===== src/rtl/hub75_rx_capture.sv =====
// HUB75 receive-side capture: oversamples the panel pins, deserialises each shifted line,
// replays every latched line as a valid/ready pixel stream and measures OE on-time per row.
module hub75_rx_capture #(
    parameter  int hpixel_p      = 64,
    parameter  int vpixel_p      = 64,
    parameter  int segments_p    = 2,
    parameter  int sync_stages_p = 2,
    parameter  int ontime_wd_p   = 16,
    localparam int row_wd        = $clog2(vpixel_p / segments_p),
    localparam int col_wd        = $clog2(hpixel_p),
    localparam int rgb_wd        = 3 * segments_p
) (
    input  logic                   clk,
    input  logic                   rst,
    input  logic                   i_enable,
    input  logic                   i_hub_clk,
    input  logic                   i_stb,
    input  logic                   i_oe,
    input  logic [row_wd-1:0]      i_row,
    input  logic [rgb_wd-1:0]      i_rgb,
    output logic                   o_pix_valid,
    input  logic                   i_pix_ready,
    output logic [col_wd-1:0]      o_pix_col,
    output logic [row_wd-1:0]      o_pix_row,
    output logic [rgb_wd-1:0]      o_pix_rgb,
    output logic                   o_line_done,
    output logic                   o_ontime_valid,
    output logic [ontime_wd_p-1:0] o_ontime,
    output logic [row_wd-1:0]      o_ontime_row,
    input  logic                   i_err_clr,
    output logic                   o_err_len,
    output logic                   o_err_oe,
    output logic                   o_err_ovf
);

    localparam int                cnt_wd     = $clog2(hpixel_p + 1);
    localparam logic [cnt_wd-1:0] line_len_c = cnt_wd'(hpixel_p);
    localparam logic [col_wd-1:0] last_col_c = col_wd'(hpixel_p - 1);

    typedef enum logic {IDLE, EMIT} state_t;

    typedef struct packed {
        logic              hub_clk;
        logic              stb;
        logic              oe;
        logic [row_wd-1:0] row;
        logic [rgb_wd-1:0] rgb;
    } pins_t;

    pins_t pins_in;
    pins_t pins_a;
    pins_t sync_q [sync_stages_p+1];
    logic  hub_clk_p_q, stb_p_q, oe_p_q;
    logic  shift_ev, latch_ev, oe_rise, lit;

    state_t                  state_q, state_d;
    logic [cnt_wd-1:0]       shift_cnt_q, shift_cnt_d;
    logic [rgb_wd-1:0]       line_q [hpixel_p];
    logic [rgb_wd-1:0]       line_d [hpixel_p];
    logic [rgb_wd-1:0]       hold_q [hpixel_p];
    logic [rgb_wd-1:0]       hold_d [hpixel_p];
    logic                    pix_valid_q, pix_valid_d;
    logic [col_wd-1:0]       pix_col_q, pix_col_d;
    logic [row_wd-1:0]       pix_row_q, pix_row_d;
    logic [rgb_wd-1:0]       pix_rgb_q, pix_rgb_d;
    logic                    line_done_q, line_done_d;
    logic [ontime_wd_p-1:0]  ontime_cnt_q, ontime_cnt_d;
    logic                    ontime_valid_q, ontime_valid_d;
    logic [ontime_wd_p-1:0]  ontime_q, ontime_d;
    logic [row_wd-1:0]       ontime_row_q, ontime_row_d;
    logic                    err_len_q, err_len_d;
    logic                    err_oe_q, err_oe_d;
    logic                    err_ovf_q, err_ovf_d;

    assign pins_in = {i_hub_clk, i_stb, i_oe, i_row, i_rgb};

    // The last stage keeps data, row and OE aligned with the edge being detected on it.
    assign pins_a   = sync_q[sync_stages_p];
    assign shift_ev = i_enable & pins_a.hub_clk & ~hub_clk_p_q;
    assign latch_ev = i_enable & pins_a.stb & ~stb_p_q;
    assign oe_rise  = i_enable & pins_a.oe & ~oe_p_q;
    assign lit      = i_enable & ~pins_a.oe;

    // NOTE: sequential blocks use <= so every flop samples the pre-edge value of its source.
    always_ff @(posedge clk or posedge rst) begin
        if (rst) begin
            for (int i = 0; i <= sync_stages_p; i++) sync_q[i] <= '0;
            hub_clk_p_q <= 1'b0;
            stb_p_q     <= 1'b0;
            oe_p_q      <= 1'b0;
        end else begin
            sync_q[0] <= pins_in;
            for (int i = 1; i <= sync_stages_p; i++) sync_q[i] <= sync_q[i-1];
            hub_clk_p_q <= pins_a.hub_clk;
            stb_p_q     <= pins_a.stb;
            oe_p_q      <= pins_a.oe;
        end
    end

    always_comb begin
        // NOTE: every _d takes its hold value first, so no path through this block infers a latch.
        state_d        = state_q;
        shift_cnt_d    = shift_cnt_q;
        line_d         = line_q;
        hold_d         = hold_q;
        pix_valid_d    = pix_valid_q;
        pix_col_d      = pix_col_q;
        pix_row_d      = pix_row_q;
        pix_rgb_d      = pix_rgb_q;
        line_done_d    = 1'b0;
        ontime_cnt_d   = ontime_cnt_q;
        ontime_valid_d = 1'b0;
        ontime_d       = ontime_q;
        ontime_row_d   = ontime_row_q;
        err_len_d      = err_len_q & ~i_err_clr;
        err_oe_d       = err_oe_q & ~i_err_clr;
        err_ovf_d      = err_ovf_q & ~i_err_clr;

        if (shift_ev && shift_cnt_q != line_len_c) begin
            line_d[shift_cnt_q[col_wd-1:0]] = pins_a.rgb;
            shift_cnt_d                     = shift_cnt_q + cnt_wd'(1);
        end

        if (state_q == EMIT && i_pix_ready) begin
            if (pix_col_q == last_col_c) begin
                state_d     = IDLE;
                pix_valid_d = 1'b0;
                pix_col_d   = '0;
                pix_rgb_d   = '0;
                line_done_d = 1'b1;
            end else begin
                pix_col_d = pix_col_q + col_wd'(1);
                pix_rgb_d = hold_q[pix_col_q + col_wd'(1)];
            end
        end

        // Latch sees the post-shift buffer, so a same-cycle pixel belongs to the latched line.
        if (latch_ev) begin
            if (shift_cnt_d != line_len_c) err_len_d = 1'b1;
            if (!pins_a.oe)                err_oe_d  = 1'b1;
            if (state_q == IDLE) begin
                hold_d      = line_d;
                pix_row_d   = pins_a.row;
                state_d     = EMIT;
                pix_valid_d = 1'b1;
                pix_col_d   = '0;
                pix_rgb_d   = line_d[0];
            end else begin
                err_ovf_d = 1'b1;
            end
            shift_cnt_d = '0;
        end

        if (oe_rise) begin
            ontime_d       = ontime_cnt_q;
            ontime_row_d   = pins_a.row;
            ontime_valid_d = 1'b1;
            ontime_cnt_d   = '0;
        end else if (lit && ontime_cnt_q != '1) begin
            ontime_cnt_d = ontime_cnt_q + ontime_wd_p'(1);
        end
    end

    always_ff @(posedge clk or posedge rst) begin
        if (rst) begin
            state_q        <= IDLE;
            shift_cnt_q    <= '0;
            // NOTE: both buffers are cleared on reset so no line captured before reset can ever replay.
            for (int i = 0; i < hpixel_p; i++) begin
                line_q[i] <= '0;
                hold_q[i] <= '0;
            end
            pix_valid_q    <= 1'b0;
            pix_col_q      <= '0;
            pix_row_q      <= '0;
            pix_rgb_q      <= '0;
            line_done_q    <= 1'b0;
            ontime_cnt_q   <= '0;
            ontime_valid_q <= 1'b0;
            ontime_q       <= '0;
            ontime_row_q   <= '0;
            err_len_q      <= 1'b0;
            err_oe_q       <= 1'b0;
            err_ovf_q      <= 1'b0;
        end else begin
            state_q        <= state_d;
            shift_cnt_q    <= shift_cnt_d;
            line_q         <= line_d;
            hold_q         <= hold_d;
            pix_valid_q    <= pix_valid_d;
            pix_col_q      <= pix_col_d;
            pix_row_q      <= pix_row_d;
            pix_rgb_q      <= pix_rgb_d;
            line_done_q    <= line_done_d;
            ontime_cnt_q   <= ontime_cnt_d;
            ontime_valid_q <= ontime_valid_d;
            ontime_q       <= ontime_d;
            ontime_row_q   <= ontime_row_d;
            err_len_q      <= err_len_d;
            err_oe_q       <= err_oe_d;
            err_ovf_q      <= err_ovf_d;
        end
    end

    assign o_pix_valid    = pix_valid_q;
    assign o_pix_col      = pix_col_q;
    assign o_pix_row      = pix_row_q;
    assign o_pix_rgb      = pix_rgb_q;
    assign o_line_done    = line_done_q;
    assign o_ontime_valid = ontime_valid_q;
    assign o_ontime       = ontime_q;
    assign o_ontime_row   = ontime_row_q;
    assign o_err_len      = err_len_q;
    assign o_err_oe       = err_oe_q;
    assign o_err_ovf      = err_ovf_q;

endmodule


===== config.mk =====
export PLATFORM = sky130hd
export DESIGN_NAME = hub75_rx_capture
export DESIGN_NICKNAME = d
export VERILOG_FILES = /design/src/rtl/hub75_rx_capture.sv
export SDC_FILE = /design/constraint.sdc
export NUM_CORES = 2
export LEC_CHECK = 0
export CAP_MARGIN = 20
export CORE_UTILIZATION = 25
export CTS_CLUSTER_DIAMETER = 30
export DETAILED_ROUTE_END_ITERATION = 7
export PLACE_DENSITY = 0.42
export SKIP_CTS_REPAIR_TIMING = 1
export SYNTH_ARGS = -nofsm -noshare
export SYNTH_HDL_FRONTEND = slang
export SYNTH_SLANG_ARGS = --single-unit

===== constraint.sdc =====
create_clock -name clk -period 32.9 [get_ports clk]
set_input_delay 6.58 -clock clk [delete_from_list [all_inputs] [get_ports clk]]
set_output_delay 6.58 -clock clk [all_outputs]
set_load 0.02 [all_outputs]

==> metrics.txt <==
boundary pin count=63; Finished Cell Area=46200 um2; commonest cells after routing, fill and taps aside=1338 x nand2_1, 874 x dfrtp_1, 389 x mux2_2; clk sink count=881; total wirelength of the detailed-routed design=101000 um; netlist area before placement=36300 um2; H-tree depth=4; Setup crit end kind=flip-flop; Longest Clk Path Bufs=3; Reg2Reg Depth=8; initial core utilization=0.253; mean post-synth cell area=11.4 um2; floorplan die width=383 um; count of cell types in the netlist=62; kind of cell adding the most delay to the critical path=buffers and inverters; largest fanout on the critical path=166; gp weighted congestion=0.761; worst reg2reg setup slack=28.80 ns; number of nets with antenna violations after routing=0; min-delay src=sync_q[35]$_DFF_PP0_; worst hold path depth=0; CTS buffer count=200; First-pass DRT Iterations=7; PwrDens=80.2 nW/um2; worst endpoint data arrival time=10.47 ns; worst slew slack as a fraction of its limit=0.171; dominant cell type by area after synthesis=dfrtp_1; clock tree from TritonCTS=yes; clock period minus final worst setup slack=9.77 ns; highest attainable clock frequency=0.102 GHz; reported leakage power=22.9 nW; synthesized instance count=3194; total routing resource utilization after global routing=0.141; violations in the final reports=DRC; maximum number of pins on one net before global-route repair=191; global-route wire length before repair=158000 um; worst-case clock skew=0.0424 ns; most numerous cell on the critical path=nand2_1; setup repair after global routing missed its margin=no; Final Hold Violating Endpoints=0; Net count, final=3333; synth warn=0; Post-Place Setup Slack=22.43 ns; maximum cell stage delay along the critical path=0.81 ns; transition time at the pin with the least slew margin=1.24 ns; element type at the critical path start=primary input; iteration-0 DRC count of the detailed router=1556; most common library cell in the layout ignoring fill and taps=nand2_1; clock transition time at the flip-flop clock pins of the worst setup and hold paths=0.05 ns; number of antenna violations at the first check in global routing=4; clock insertion delay at the later pin of the skew report=0.79 ns; count of flip-flops with a built-in enable after synthesis=0; sequential-to-total area share from yosys stat=0.607; Die Outline Area=147000 um2; instance area at placement=38900 um2; r2r startpoint=o_pix_col[0]$_DFF_PP0_; via density per instance=4.36; number of global-route vias before repair=25186; area share of the largest cell type after synthesis=0.607; height of the die=383 um; largest cells by area after synthesis=dfrtp_1 61%, nand2_1 14%, mux2_2 12%; ys async rst share=1.00; fin worst setup slack=23.13 ns; CP bufs+invs=4; result of the run=complete, but fails checks; Avg WL per Cell=18.7 um; critical-path cell with the highest stage delay=buf_4; worst path required time=33.61 ns; end point of the most critical hold path=sync_q[21]$_DFF_PP0_; final routed DRC violation total=8; DPL Wire Length=57200 um; Area growth, synth to finish=27.3%; IO Port Bufs=62; cell count along the critical path=9; total of fill cells in the finished design=14471; total core area=144000 um2; TNS Setup=0 ns; total congestion overflow=0; Placement Rows=139; via total after detailed routing=23477; most common flop cell mapped by yosys=dfrtp_1; fraction of layout cells with a size suffix above 1=0.256; flip-flop and latch count after synthesis=881; Max IR drop VDD=0.0537 mV; chain of cells forming the critical path=clkdlybuf4s50_1 > nand2_1 > or2_2 > nor2_4 > buf_12 > buf_12 > buf_4 > nand2_1 > nand2_1; buffer type at the clock tree root=clkbuf_16; kind of critical path=primary input to flip-flop; final setup violation count=0; number of slew-limit violations in the final report=0; final worst path period share=0.297; r2r endpoint=o_pix_rgb[4]$_DFF_PP0_; hold slack=0.341 ns; Post-Syn Nets=3217; worst min path class=flip-flop to flip-flop; max-capacitance violation count=0
[state kept, by name, indices dropped and copies added (netlist names), 5 cells and up]
signal        cells
o_ontime         16
line_q          384
hold_q          384
sync_q           28
ontime_cnt_q     16
o_ontime_row      5
shift_cnt_q       7
o_pix_rgb         6
o_pix_row         5
o_pix_col         6
pins_a           14
[area by class of cell]
class	instances	area (um2)	area share
sequential	881	22100	0.477
multi-input combinational	2118	13400	0.290
clock buffer	262	5560	0.120
tap	1903	2380	0.0515
clock inverter	107	1760	0.0381
timing repair buffer	99	1000	0.0217
inverter	10	45.0	0.000974
antenna	1	2.50	0.0000541
[routing by layer]
layer,vias to the layer above,track usage,part of all wire
li1,10854,-,-
met1,12030,0.192,0.47
met2,395,0.217,0.46
met3,198,0.0288,0.038
met4,0,0.0539,0.029
met5,-,0,0
[worst reg2reg max path, cell delays in order, from the launching register on]
cell and delay, ns:
dfrtp_4 0.69, ha_4 0.91, buf_4 0.67, mux4_2 0.43, and2_1 0.21, a211oi_1 0.50, a31oi_1 0.16, o211ai_1 0.31
a21oi_1 0.10
[synth_stat cells (11+ instances only)]
cell      count
nand3_1      50
buf_4        11
xnor2_1      11
dfrtp_1     881
mux4_2       95
nand4_1      17
nor3_1       13
nand2_1    1338
nor2_1       66
mux2_2      389
buf_2        43
mux2i_1      12
clkbuf_1    116
a21oi_1      19
[cells by family (layout without fill, tap and decap cells)]
group                    count (synthesis)  count (layout)  share of synthesized area
AND/OR/NAND/NOR                       1527            1527                      0.165
flip-flops                             881             881                      0.607
other                                    0               1                          0
multiplexers                           496             496                      0.183
buffers and inverters                  195             478                     0.0241
AO/OA/AOI/OAI                           68              68                     0.0128
XOR/XNOR                                23              23                    0.00679
adder cells (fa/ha/maj)                  4               4                    0.00138
[worst max path at each step]
stage	slack [ns]	endpoint	from
2_1_floorplan	1.56	hold_q[0]$_DFFE_PP0P_	rst
4_1_cts	23.27	hold_q[52]$_DFFE_PP0P_	i_enable
3_5_place_dp	22.43	hold_q[52]$_DFFE_PP0P_	i_enable
3_3_place_gp	22.46	hold_q[107]$_DFFE_PP0P_	i_enable
6_report	23.13	hold_q[59]$_DFFE_PP0P_	i_enable
5_1_grt	22.85	hold_q[124]$_DFFE_PP0P_	i_enable
[power by group]
part | total (W) | internal (W) | switching (W)
Clock | 0.00213 | 0.00147 | 0.000657
Combinational | 0.000412 | 0.000135 | 0.000277
Sequential | 0.00117 | 0.00113 | 0.0000371
[per-stage QoR]
stage / cells / utilization / total power (W)
final: 5381 / 0.321 / 0.00371
after CTS: 5378 / 0.321 / 0.00376
after floorplan: 3194 / - / 0.00143
after global routing: 5381 / 0.321 / 0.00385
after global placement: 5009 / 0.270 / 0.00161
after detailed placement: 5009 / 0.270 / 0.00161
(Power assumes the default switching activity.)
